### config.mk
export PLATFORM = sky130hd
export DESIGN_NAME = alu_selftest_sched
export DESIGN_NICKNAME = d
export VERILOG_FILES = /design/src/rtl/alu_selftest_sched.sv
export SDC_FILE = /design/constraint.sdc
export NUM_CORES = 1
export LEC_CHECK = 0
export ABC_AREA = 1
export ABC_CLOCK_PERIOD_IN_PS = 14180
export CAP_MARGIN = 10
export CORE_AREA = 5 5 179 181
export CTS_CLUSTER_SIZE = 20
export DETAILED_ROUTE_END_ITERATION = 10
export DIE_AREA = 0 0 184 186
export PLACE_DENSITY = 0.89
export SLEW_MARGIN = 0
export SYNTH_ARGS = -nofsm -noshare
export SYNTH_HDL_FRONTEND = slang
export SYNTH_SLANG_ARGS = --single-unit
### constraint.sdc
create_clock -name clk -period 14.18 [get_ports clk]
set_input_delay 2.836 -clock clk [delete_from_list [all_inputs] [get_ports clk]]
set_output_delay 2.836 -clock clk [all_outputs]
set_load 0.005 [all_outputs]
### src/rtl/alu_selftest_sched.sv
// alu_selftest_sched
//   Online self-test scheduler for a bank of NREP voted ALU replicas.
//   The processor always owns the replica operand bus when it is active.
//   Once the processor has been idle for IDLE_WAIT cycles (and test_en is
//   high) the block drives LFSR-based test vectors into every replica,
//   compares each replica against a built-in golden ALU model, and removes
//   replicas that fail FAIL_LIMIT vectors in a row from the vote. A disable
//   is refused if it would leave fewer than MIN_ALIVE replicas voting.
//
// Ports
//   clk, reset         clock, asynchronous active-high reset
//   i_cpu_valid        processor drives the ALU this cycle
//   i_cpu_a/_b/_alucont processor operands and ALU control
//   i_test_en          self-test permitted
//   o_alu_a/_b/_cont   operands/control to all replicas
//   o_cpu_owns         bank is driven by the processor
//   i_rep_result       replica i result at [32i+31:32i]
//   i_rep_zero         replica zero flags
//   o_rep_enable       sticky per-replica vote enable
//   o_fault_cnt        number of disabled replicas
//   o_degraded         sticky: a disable was refused to keep MIN_ALIVE voters
//   o_vec_cnt          completed test vectors, saturating
//
// State table
//   S_WAIT | counting consecutive idle cycles before testing
//   S_TEST | one test vector applied and checked per idle cycle

module alu_selftest_sched #(
  parameter int          NREP       = 8,
  parameter int          IDLE_WAIT  = 4,
  parameter int          FAIL_LIMIT = 2,
  parameter int          MIN_ALIVE  = 3,
  parameter logic [31:0] LFSR_SEED  = 32'hACE12345
) (
  input  logic               clk,
  input  logic               reset,
  input  logic               i_cpu_valid,
  input  logic [31:0]        i_cpu_a,
  input  logic [31:0]        i_cpu_b,
  input  logic [2:0]         i_cpu_alucont,
  input  logic               i_test_en,
  output logic [31:0]        o_alu_a,
  output logic [31:0]        o_alu_b,
  output logic [2:0]         o_alu_cont,
  output logic               o_cpu_owns,
  input  logic [NREP*32-1:0] i_rep_result,
  input  logic [NREP-1:0]    i_rep_zero,
  output logic [NREP-1:0]    o_rep_enable,
  output logic [3:0]         o_fault_cnt,
  output logic               o_degraded,
  output logic [15:0]        o_vec_cnt
);

  localparam int IW = (IDLE_WAIT > 1) ? $clog2(IDLE_WAIT) : 1;
  localparam int NW = $clog2(NREP + 1);

  typedef enum logic {S_WAIT, S_TEST} state_t;

  state_t         r_state;
  logic [IW-1:0]  r_idle_cnt;
  logic [31:0]    r_lfsr;
  logic [2:0]     r_op_idx;
  logic [1:0]     r_mcnt [NREP];
  logic [NREP-1:0] r_rep_enable;
  logic           r_degraded;
  logic [15:0]    r_vec_cnt;

  logic [31:0]    w_tv_a;
  logic [31:0]    w_tv_b;
  logic [2:0]     w_tv_cont;
  logic [31:0]    w_b2;
  logic [31:0]    w_sum;
  logic [31:0]    w_gold;
  logic           w_gzero;
  logic [NREP-1:0] w_mis;
  logic [NREP-1:0] w_cand;
  logic [1:0]     w_cnt_nxt [NREP];
  logic [NW-1:0]  w_n_en;
  logic [NW-1:0]  w_n_cand;
  logic           w_keep;
  logic [3:0]     w_n_fault;
  logic           w_idle;

  // Test vector and golden model
  always_comb begin
    w_tv_a = r_lfsr;
    w_tv_b = {r_lfsr[15:0], r_lfsr[31:16]};
    case (r_op_idx)
      3'd0:    w_tv_cont = 3'b010;
      3'd1:    w_tv_cont = 3'b110;
      3'd2:    w_tv_cont = 3'b000;
      3'd3:    w_tv_cont = 3'b001;
      3'd4:    w_tv_cont = 3'b111;
      default: w_tv_cont = 3'b010;
    endcase
    w_b2  = w_tv_cont[2] ? ~w_tv_b : w_tv_b;
    w_sum = w_tv_a + w_b2 + {31'b0, w_tv_cont[2]};
    case (w_tv_cont[1:0])
      2'b00:   w_gold = w_tv_a & w_tv_b;
      2'b01:   w_gold = w_tv_a | w_tv_b;
      2'b10:   w_gold = w_sum;
      default: w_gold = {31'b0, w_sum[31]};
    endcase
    w_gzero = (w_gold == 32'd0);
  end

  // Per-replica check; disabled replicas are still tracked but never candidates
  always_comb begin
    w_n_en    = '0;
    w_n_cand  = '0;
    w_n_fault = '0;
    w_mis     = '0;
    w_cand    = '0;
    for (int i = 0; i < NREP; i++) begin
      w_mis[i] = (i_rep_result[32*i +: 32] != w_gold) || (i_rep_zero[i] != w_gzero);
      if (w_mis[i])
        w_cnt_nxt[i] = (r_mcnt[i] == 2'(FAIL_LIMIT)) ? r_mcnt[i] : r_mcnt[i] + 2'd1;
      else
        w_cnt_nxt[i] = 2'd0;
      w_cand[i] = r_rep_enable[i] && w_mis[i] && (r_mcnt[i] == 2'(FAIL_LIMIT - 1));
      w_n_en    = w_n_en + NW'(r_rep_enable[i]);
      w_n_cand  = w_n_cand + NW'(w_cand[i]);
      w_n_fault = w_n_fault + 4'(!r_rep_enable[i]);
    end
    // candidates never exceed enabled replicas, so the subtraction cannot wrap
    w_keep = (w_n_en - w_n_cand) >= NW'(MIN_ALIVE);
  end

  assign w_idle = !i_cpu_valid && i_test_en;

  always_ff @(posedge clk or posedge reset) begin
    if (reset) begin
      r_state      <= S_WAIT;
      r_idle_cnt   <= '0;
      r_lfsr       <= LFSR_SEED;
      r_op_idx     <= 3'd0;
      for (int i = 0; i < NREP; i++) r_mcnt[i] <= 2'd0;
      r_rep_enable <= '1;
      r_degraded   <= 1'b0;
      r_vec_cnt    <= 16'd0;
    end else begin
      case (r_state)
        S_WAIT: begin
          if (!w_idle) begin
            r_idle_cnt <= '0;
          end else if (r_idle_cnt == IW'(IDLE_WAIT - 1)) begin
            r_state    <= S_TEST;
            r_idle_cnt <= '0;
          end else begin
            r_idle_cnt <= r_idle_cnt + IW'(1);
          end
        end
        S_TEST: begin
          if (!w_idle) begin
            // vector abandoned: lfsr/op_idx hold so it is retried later
            r_state    <= S_WAIT;
            r_idle_cnt <= '0;
          end else begin
            r_lfsr    <= {r_lfsr[30:0], r_lfsr[31] ^ r_lfsr[21] ^ r_lfsr[1] ^ r_lfsr[0]};
            r_op_idx  <= (r_op_idx == 3'd4) ? 3'd0 : r_op_idx + 3'd1;
            r_vec_cnt <= (r_vec_cnt == 16'hFFFF) ? r_vec_cnt : r_vec_cnt + 16'd1;
            for (int i = 0; i < NREP; i++) r_mcnt[i] <= w_cnt_nxt[i];
            if (w_keep) r_rep_enable <= r_rep_enable & ~w_cand;
            else        r_degraded   <= 1'b1;
          end
        end
        default: r_state <= S_WAIT;
      endcase
    end
  end

  // Operand mux: processor first, then test vector, else quiet bus
  always_comb begin
    o_alu_a    = 32'd0;
    o_alu_b    = 32'd0;
    o_alu_cont = 3'd0;
    if (i_cpu_valid) begin
      o_alu_a    = i_cpu_a;
      o_alu_b    = i_cpu_b;
      o_alu_cont = i_cpu_alucont;
    end else if (r_state == S_TEST && i_test_en) begin
      o_alu_a    = w_tv_a;
      o_alu_b    = w_tv_b;
      o_alu_cont = w_tv_cont;
    end
  end

  assign o_cpu_owns   = i_cpu_valid;
  assign o_rep_enable = r_rep_enable;
  assign o_fault_cnt  = w_n_fault;
  assign o_degraded   = r_degraded;
  assign o_vec_cnt    = r_vec_cnt;

endmodule

# == Word level (Yosys, flattened, before mapping) ==
# Cells that the tools add are included.
# W data, S select, Z words.
# op_classes
add_sub_neg,35
magnitude_cmp,1
eq_ne,49
mux,34
bitwise_logic,11
reduce_logical,49
# op_table
operator,count
$ne A32 B32 Y1,8
$mux W32,5
$pmux W32 S3,1
$add A4 B1 Y4,12
$mux W2,19
$reduce_and A3 Y1,11
$add A32 B1 Y32,1
$add A32 B32 Y32,1
$and A32 B32 Y32,1
$logic_not A32 Y1,1
$not A32 Y32,1
$or A32 B32 Y32,1
$eq A2 B2 Y1 const B,10
$add A2 B1 Y2 const B,9
$eq A2 B1 Y1 const B,9
$logic_and A1 B1 Y1,18
$ne A2 B2 Y1 const B,9
$add A16 B1 Y16 const B,1
$eq A16 B16 Y1 const B,1
$add A3 B1 Y4,3
$pmux W3 S4,1
$add A2 B1 Y3,3
$logic_not A1 Y1,9
$mux W3,3
other kinds (18),41
# word_totals
ff_bits,79
input_bits,335
output_inout_bits,97
word_cells,194

# == Longest topological paths before layout ==
# logic_depth
word_depth,22
depth_mapped,49
ltp_nobuf,47

# == Least setup slack after synthesis ==
# No wires, ideal clock.
# synth_path
path_kind,reg2reg
start,register r_op_idx[1]
end,"register r_rep_enable[0], in the netlist o_rep_enable[0]"
setup_ns,0.077
t_arrival_ns,7.019
t_required_ns,14.103
slack_ns,7.084
stages_incl_launch_ff,43
n_path_buf,1
period_less_slack_ns,7.096
cell_sequence,dfrtp_1 inv_1 ha_1 nand2_1 nand2_1 buf_1 xor2_1 inv_1 fa_1 inv_1 nand2_1 nand2_1 nand3_1 nand2_1 nand2_1 nand2_1 nand2_1 nand2_1 [... 7 more ...] nand2_1 nand2_1 nand2_2 nand3_1 fa_1 inv_1 fa_1 fa_1 inv_1 fa_1 ha_1 fa_1 nand2_1 nor3b_1 nand2_1 nand2_1 inv_1 a31oi_1
# synth_between
elab_chain_cells,21
elab_cells_between_ends,65
classes_between,10 x add/sub; 1 x order compare; 22 x eq/ne; 3 x mux; 2 x bitwise; 27 x reduce/logical
# synth_lines
element,line,source
from (decl),62,logic [2:0] r_op_idx;
from (signal assigned),160,r_op_idx <= (r_op_idx == 3'd4) ? 3'd0 : r_op_idx + 3'd1;
"$eq A3 B3 Y1, or another cell as far along",88,case (r_op_idx)
$pmux W3 S4 (*),88,
$mux W32,96,w_b2 = w_tv_cont[2] ? ~w_tv_b : w_tv_b;
$add A32 B32 Y32,97,"w_sum = w_tv_a + w_b2 + {31'b0, w_tv_cont[2]};"
$add A32 B1 Y32,97,
$pmux W32 S3 (*),98,case (w_tv_cont[1:0])
$logic_not A32 Y1,104,w_gzero = (w_gold == 32'd0);
$ne A1 B1 Y1,115,w_mis[i] = (i_rep_result[32*i +: 32] != w_gold) || (i_rep_zero[i] != w_gzero);
$logic_or A1 B1 Y1,115,
$logic_and A1 B1 Y1 (2 in series),120,w_cand[i] = r_rep_enable[i] && w_mis[i] && (r_mcnt[i] == 2'(FAIL_LIMIT - 1));
$add A1 B1 Y2,122,w_n_cand = w_n_cand + NW'(w_cand[i]);
$add A2 B1 Y3,122,
$add A3 B1 Y4,122,
$add A4 B1 Y4 (4 in series),122,
$sub A4 B4 Y4,126,w_keep = (w_n_en - w_n_cand) >= NW'(MIN_ALIVE);
$ge A4 B2 Y1,126,
$reduce_and A3 Y1 (no source line),-,
to (signal assigned),163,if (w_keep) r_rep_enable <= r_rep_enable & ~w_cand;
to (decl),64,logic [NREP-1:0] r_rep_enable;
# Mark *: on every way between the ends. The rest lies on a longest branch, timed or not.
# A chain may end at the register's enable or synchronous reset.

# == Worst setup path after layout ==
# layout_path
start,input port i_cpu_valid
end,output port o_alu_a[31]
# layout_between
elab_chain_cells,1
# layout_lines
element,line,source
from (decl),37,"input logic i_cpu_valid,"
$mux W32,177,if (i_cpu_valid) begin
to (decl),42,"output logic [31:0] o_alu_a,"
# Every way passes these cells.

==> out/results.txt <==
The count of buffers inserted at the top-level ports came out at 431. The maximum level of the CTS H-tree was 3; the sequential group share of total power was 0.167. The number of buffers added to fix hold violations after cts is 0.

For the worst flop-to-flop path, the logic depth is 46. Setup repair after global routing left no endpoint under its margin. The share of the synthesized area in the top cell type was 0.225; the final instance count without filler cells was 3149. After detailed routing, the total wire length is 61900 um. The run gives 0.342 as the overall fraction of global-route tracks in use.

The type of element launching the critical path was a primary input. For the net count after synthesis, the log shows 2754. The flow ran to the end, and the final reports show no timing, DRC or antenna violations. The most used flip-flop cell after synthesis is sky130_fd_sc_hd__dfrtp_1. Once detailed placement completed, the half-perimeter wirelength came to 51200 um. In the routed layout, each cell is associated on average with a via count of 5.41. The run gives 44 as the number of library cell types mapped by synthesis. The first global-routing pass estimated 91000 um of wire. The first detailed-routing pass ran for 8 iterations. On the final layout, the worst hold slack is 0.489 ns. The sequential cell area fraction in the yosys report came out at 0.149. After synthesis, the most frequently instantiated cells are 807 x sky130_fd_sc_hd__nand2_1, 380 x sky130_fd_sc_hd__inv_1, 236 x sky130_fd_sc_hd__nand3_1, 218 x sky130_fd_sc_hd__nor2_1, 128 x sky130_fd_sc_hd__xor2_1. In this run, post-CTS repair resized a total of 0 instances. In the final timing run, aggregate negative setup slack is 0 ns.

The congestion estimate from routability-driven global placement came to 1.01. The die boundary width is 184 um, and the remaining number of nets flagged by the antenna check after routing is 0. The area of the core was 30300 um2. The maximum fanout along the worst path is 70, and the synthesized area divided by synthesized cell count is 5.77 um2. The number of global-route vias before repair is 16.7k. The worst path required time is 11.34 ns, and the initial standard-cell utilization of the core is 0.445. The register bit total from synthesis was 79. For the largest voltage drop on the vdd net, the log shows 0.0651 mV. The worst setup path is of the in -> out kind.

Dividing total power by cell area gives a power density of 87.3 nW/um2. Relative to the synthesized area, the layout overhead comes to 37.2%. The analysis attributes to cell leakage a power of 9.62 nW. The combinational share of power is 0.673, and the shortest clock period the worst path allows after layout is 8.72 ns. Clock-pin slew was measured on the worst setup and hold paths at 0.06 ns. The proportion of layout cells with a drive suffix above 1 works out to 0.0498. Buffers added to address setup during post-CTS repair amount to 0. In this run, the number of DRC markers left after iteration 0 of detailed routing was 1426. Cell with the most instances after synthesis: sky130_fd_sc_hd__nand2_1. The root buffer cell chosen for the clock tree is sky130_fd_sc_hd__clkbuf_16.

The relative max-transition margin is 0.156. The logs give 432 for the I/O pin total and 9 for the total clock buffers created by CTS. Number of warning messages in the yosys log: 0.

The final setup skew is 0.00889 ns, and the sum of internal, switching and leakage power is 1.61 mW. Worst endpoint data arrival time: 5.88 ns. At the pin with the least slew margin, the transition time is 1.26 ns. The internal power of the cells was 0.794 mW. The worst hold path belongs to the class reg -> reg.

Number of endpoints failing setup at the final stage: 0. In the final design database the tool counted 3166 nets. The floorplan step set the die height to 186 um. The logs give 64 for the placement row count and 0.159 for the clock power share. The initial antenna violation count is 1, and the wire length per cell after detailed routing is 19.6 um. TritonCTS built the clock tree. The detailed-route via count was 17.0k. The worst setup path is captured at an output pin. Yosys attributes the largest share of cell area to sky130_fd_sc_hd__nand2_1 22%, sky130_fd_sc_hd__dfrtp_1 11%, sky130_fd_sc_hd__inv_1 11%.

For the number of max-slew violations in the final report, the log shows 0. The number of cells traversed by the worst hold path came out at 1. For the number of sinks handled by clock tree synthesis, the log shows 79.

The share of total power consumed by net switching is 0.508, and the maximum number of pins on one net before global-route repair is 80. Derived from the worst setup path, the maximum achievable clock frequency is 115 MHz. Fraction of the cycle the final worst path needs: 0.615. For this design the total switching power over the nets is 0.819 mW. The number of max-capacitance violations reported was 0. The clock network latency to the later pin of the worst-skew pair is 0.34 ns.

After detailed placement, the design holds a cell count of 3132. Number of enable flip-flop cells after synthesis: 0. For the overflow left after global routing, the log shows 0. After detailed routing, the number of remaining DRC violations is 0. The async set or reset register ratio after synthesis was 1.00; the number of buffers between clock root and the deepest sink was 2. Area of the mapped netlist: 13500 um2. In the synthesized netlist, the number of instances is 2335. For the final-report hold violation count, the log shows 0. Prior to clock tree synthesis, the placed netlist has a worst setup slack of 5.55 ns. The run gives 34200 um2 as the die area.

The tools report the post-layout worst setup margin as 5.46 ns. The cell type with the highest aggregate area in the netlist is sky130_fd_sc_hd__nand2_1.
-- through the flow --
stage	utilization	instance area [um2]
finish	0.610	18500
global route	0.610	18500
CTS	0.610	18500
detailed placement	0.599	18100
global placement	0.599	18100
floorplan	-	13500
-- area by class of cell --
class	instances	area (um2)
sequential	79	2000
clock buffer	9	225
fill	2885	11800
tap	396	495
timing repair buffer	437	4350
inverter	387	1450
antenna	1	2.50
clock inverter	7	104
multi-input combinational	1833	9840
-- per-layer routing --
metal	routed length (um)	track usage	vias up
met2	28700	0.583	936
met4	3370	0.169	0
met5	0	0	-
li1	-	-	8089
met1	23900	0.411	7832
met3	5920	0.0711	170
-- flip-flops by register name, summed over array words and instances (netlist names) --
name and count:
o_degraded 1, o_rep_enable 8, o_vec_cnt 16, r_idle_cnt 2, r_lfsr 32, r_mcnt 16, r_op_idx 3, r_state 1
-- worst max-delay path, stage by stage --
cell and delay [ns]:
sky130_fd_sc_hd__buf_2 0.46, sky130_fd_sc_hd__inv_1 0.19, sky130_fd_sc_hd__nand2_1 0.14, sky130_fd_sc_hd__nor2_4 0.51
sky130_fd_sc_hd__buf_4 0.60, sky130_fd_sc_hd__inv_1 0.32, sky130_fd_sc_hd__o21ai_0 0.26, sky130_fd_sc_hd__clkdlybuf4s50_1 0.54
-- placed cells by master, fill, tap and decap left out, types with 8 or more instances in the layout --
master and n:
sky130_fd_sc_hd__a21oi_1 41, sky130_fd_sc_hd__nand2_1 807, sky130_fd_sc_hd__dfstp_2 22, sky130_fd_sc_hd__xnor2_1 33
sky130_fd_sc_hd__nand3_1 236, sky130_fd_sc_hd__clkbuf_16 9, sky130_fd_sc_hd__clkdlybuf4s50_1 430, sky130_fd_sc_hd__nor2_1 217
sky130_fd_sc_hd__fa_1 15, sky130_fd_sc_hd__o21ai_0 50, sky130_fd_sc_hd__nand3b_1 44, sky130_fd_sc_hd__xor2_1 128
sky130_fd_sc_hd__nand3_2 15, sky130_fd_sc_hd__nand4_1 55, sky130_fd_sc_hd__inv_2 8, sky130_fd_sc_hd__ha_1 69
sky130_fd_sc_hd__inv_1 379, sky130_fd_sc_hd__and2_1 15, sky130_fd_sc_hd__dfrtp_1 57, sky130_fd_sc_hd__nand2_2 39
sky130_fd_sc_hd__nor3_1 13
-- kinds of logic (layout without fill, tap and decap cells) --
logic type	Yosys count	count (layout)	synth area share
other	0	1	0
AND/OR/NAND/NOR	1466	1466	0.479
adder cells (fa/ha/maj)	84	84	0.0864
buffers and inverters	423	840	0.121
AO/OA/AOI/OAI	122	122	0.0593
flip-flops	79	79	0.149
XOR/XNOR	161	161	0.105
-- power groups by stage --
| stage | sequential (mW) | clock (mW) | combinational (mW) |
|---|---|---|---|
| after global placement | 0.272 | 0 | 1.04 |
| after global routing | 0.271 | 0.268 | 1.19 |
| after CTS | 0.269 | 0.258 | 1.06 |
| final | 0.270 | 0.257 | 1.09 |
| after detailed placement | 0.272 | 0 | 1.05 |
| after floorplan | 0.262 | 0 | 0.683 |
-- final timing paths --
path                          startpoint               to  slack, ns
setup / recovery             i_cpu_valid      o_alu_a[31]       5.46
hold / removal             r_idle_cnt[0]    r_idle_cnt[0]       0.49
setup reg to reg             r_op_idx[1]  o_rep_enable[4]       5.73
hold reg to reg            r_idle_cnt[0]    r_idle_cnt[0]       0.49
max in group asynchronous          reset      r_op_idx[2]      10.43
min in group asynchronous          reset     o_vec_cnt[6]       3.14
No activity file was read; power rests on OpenSTA's default activity.
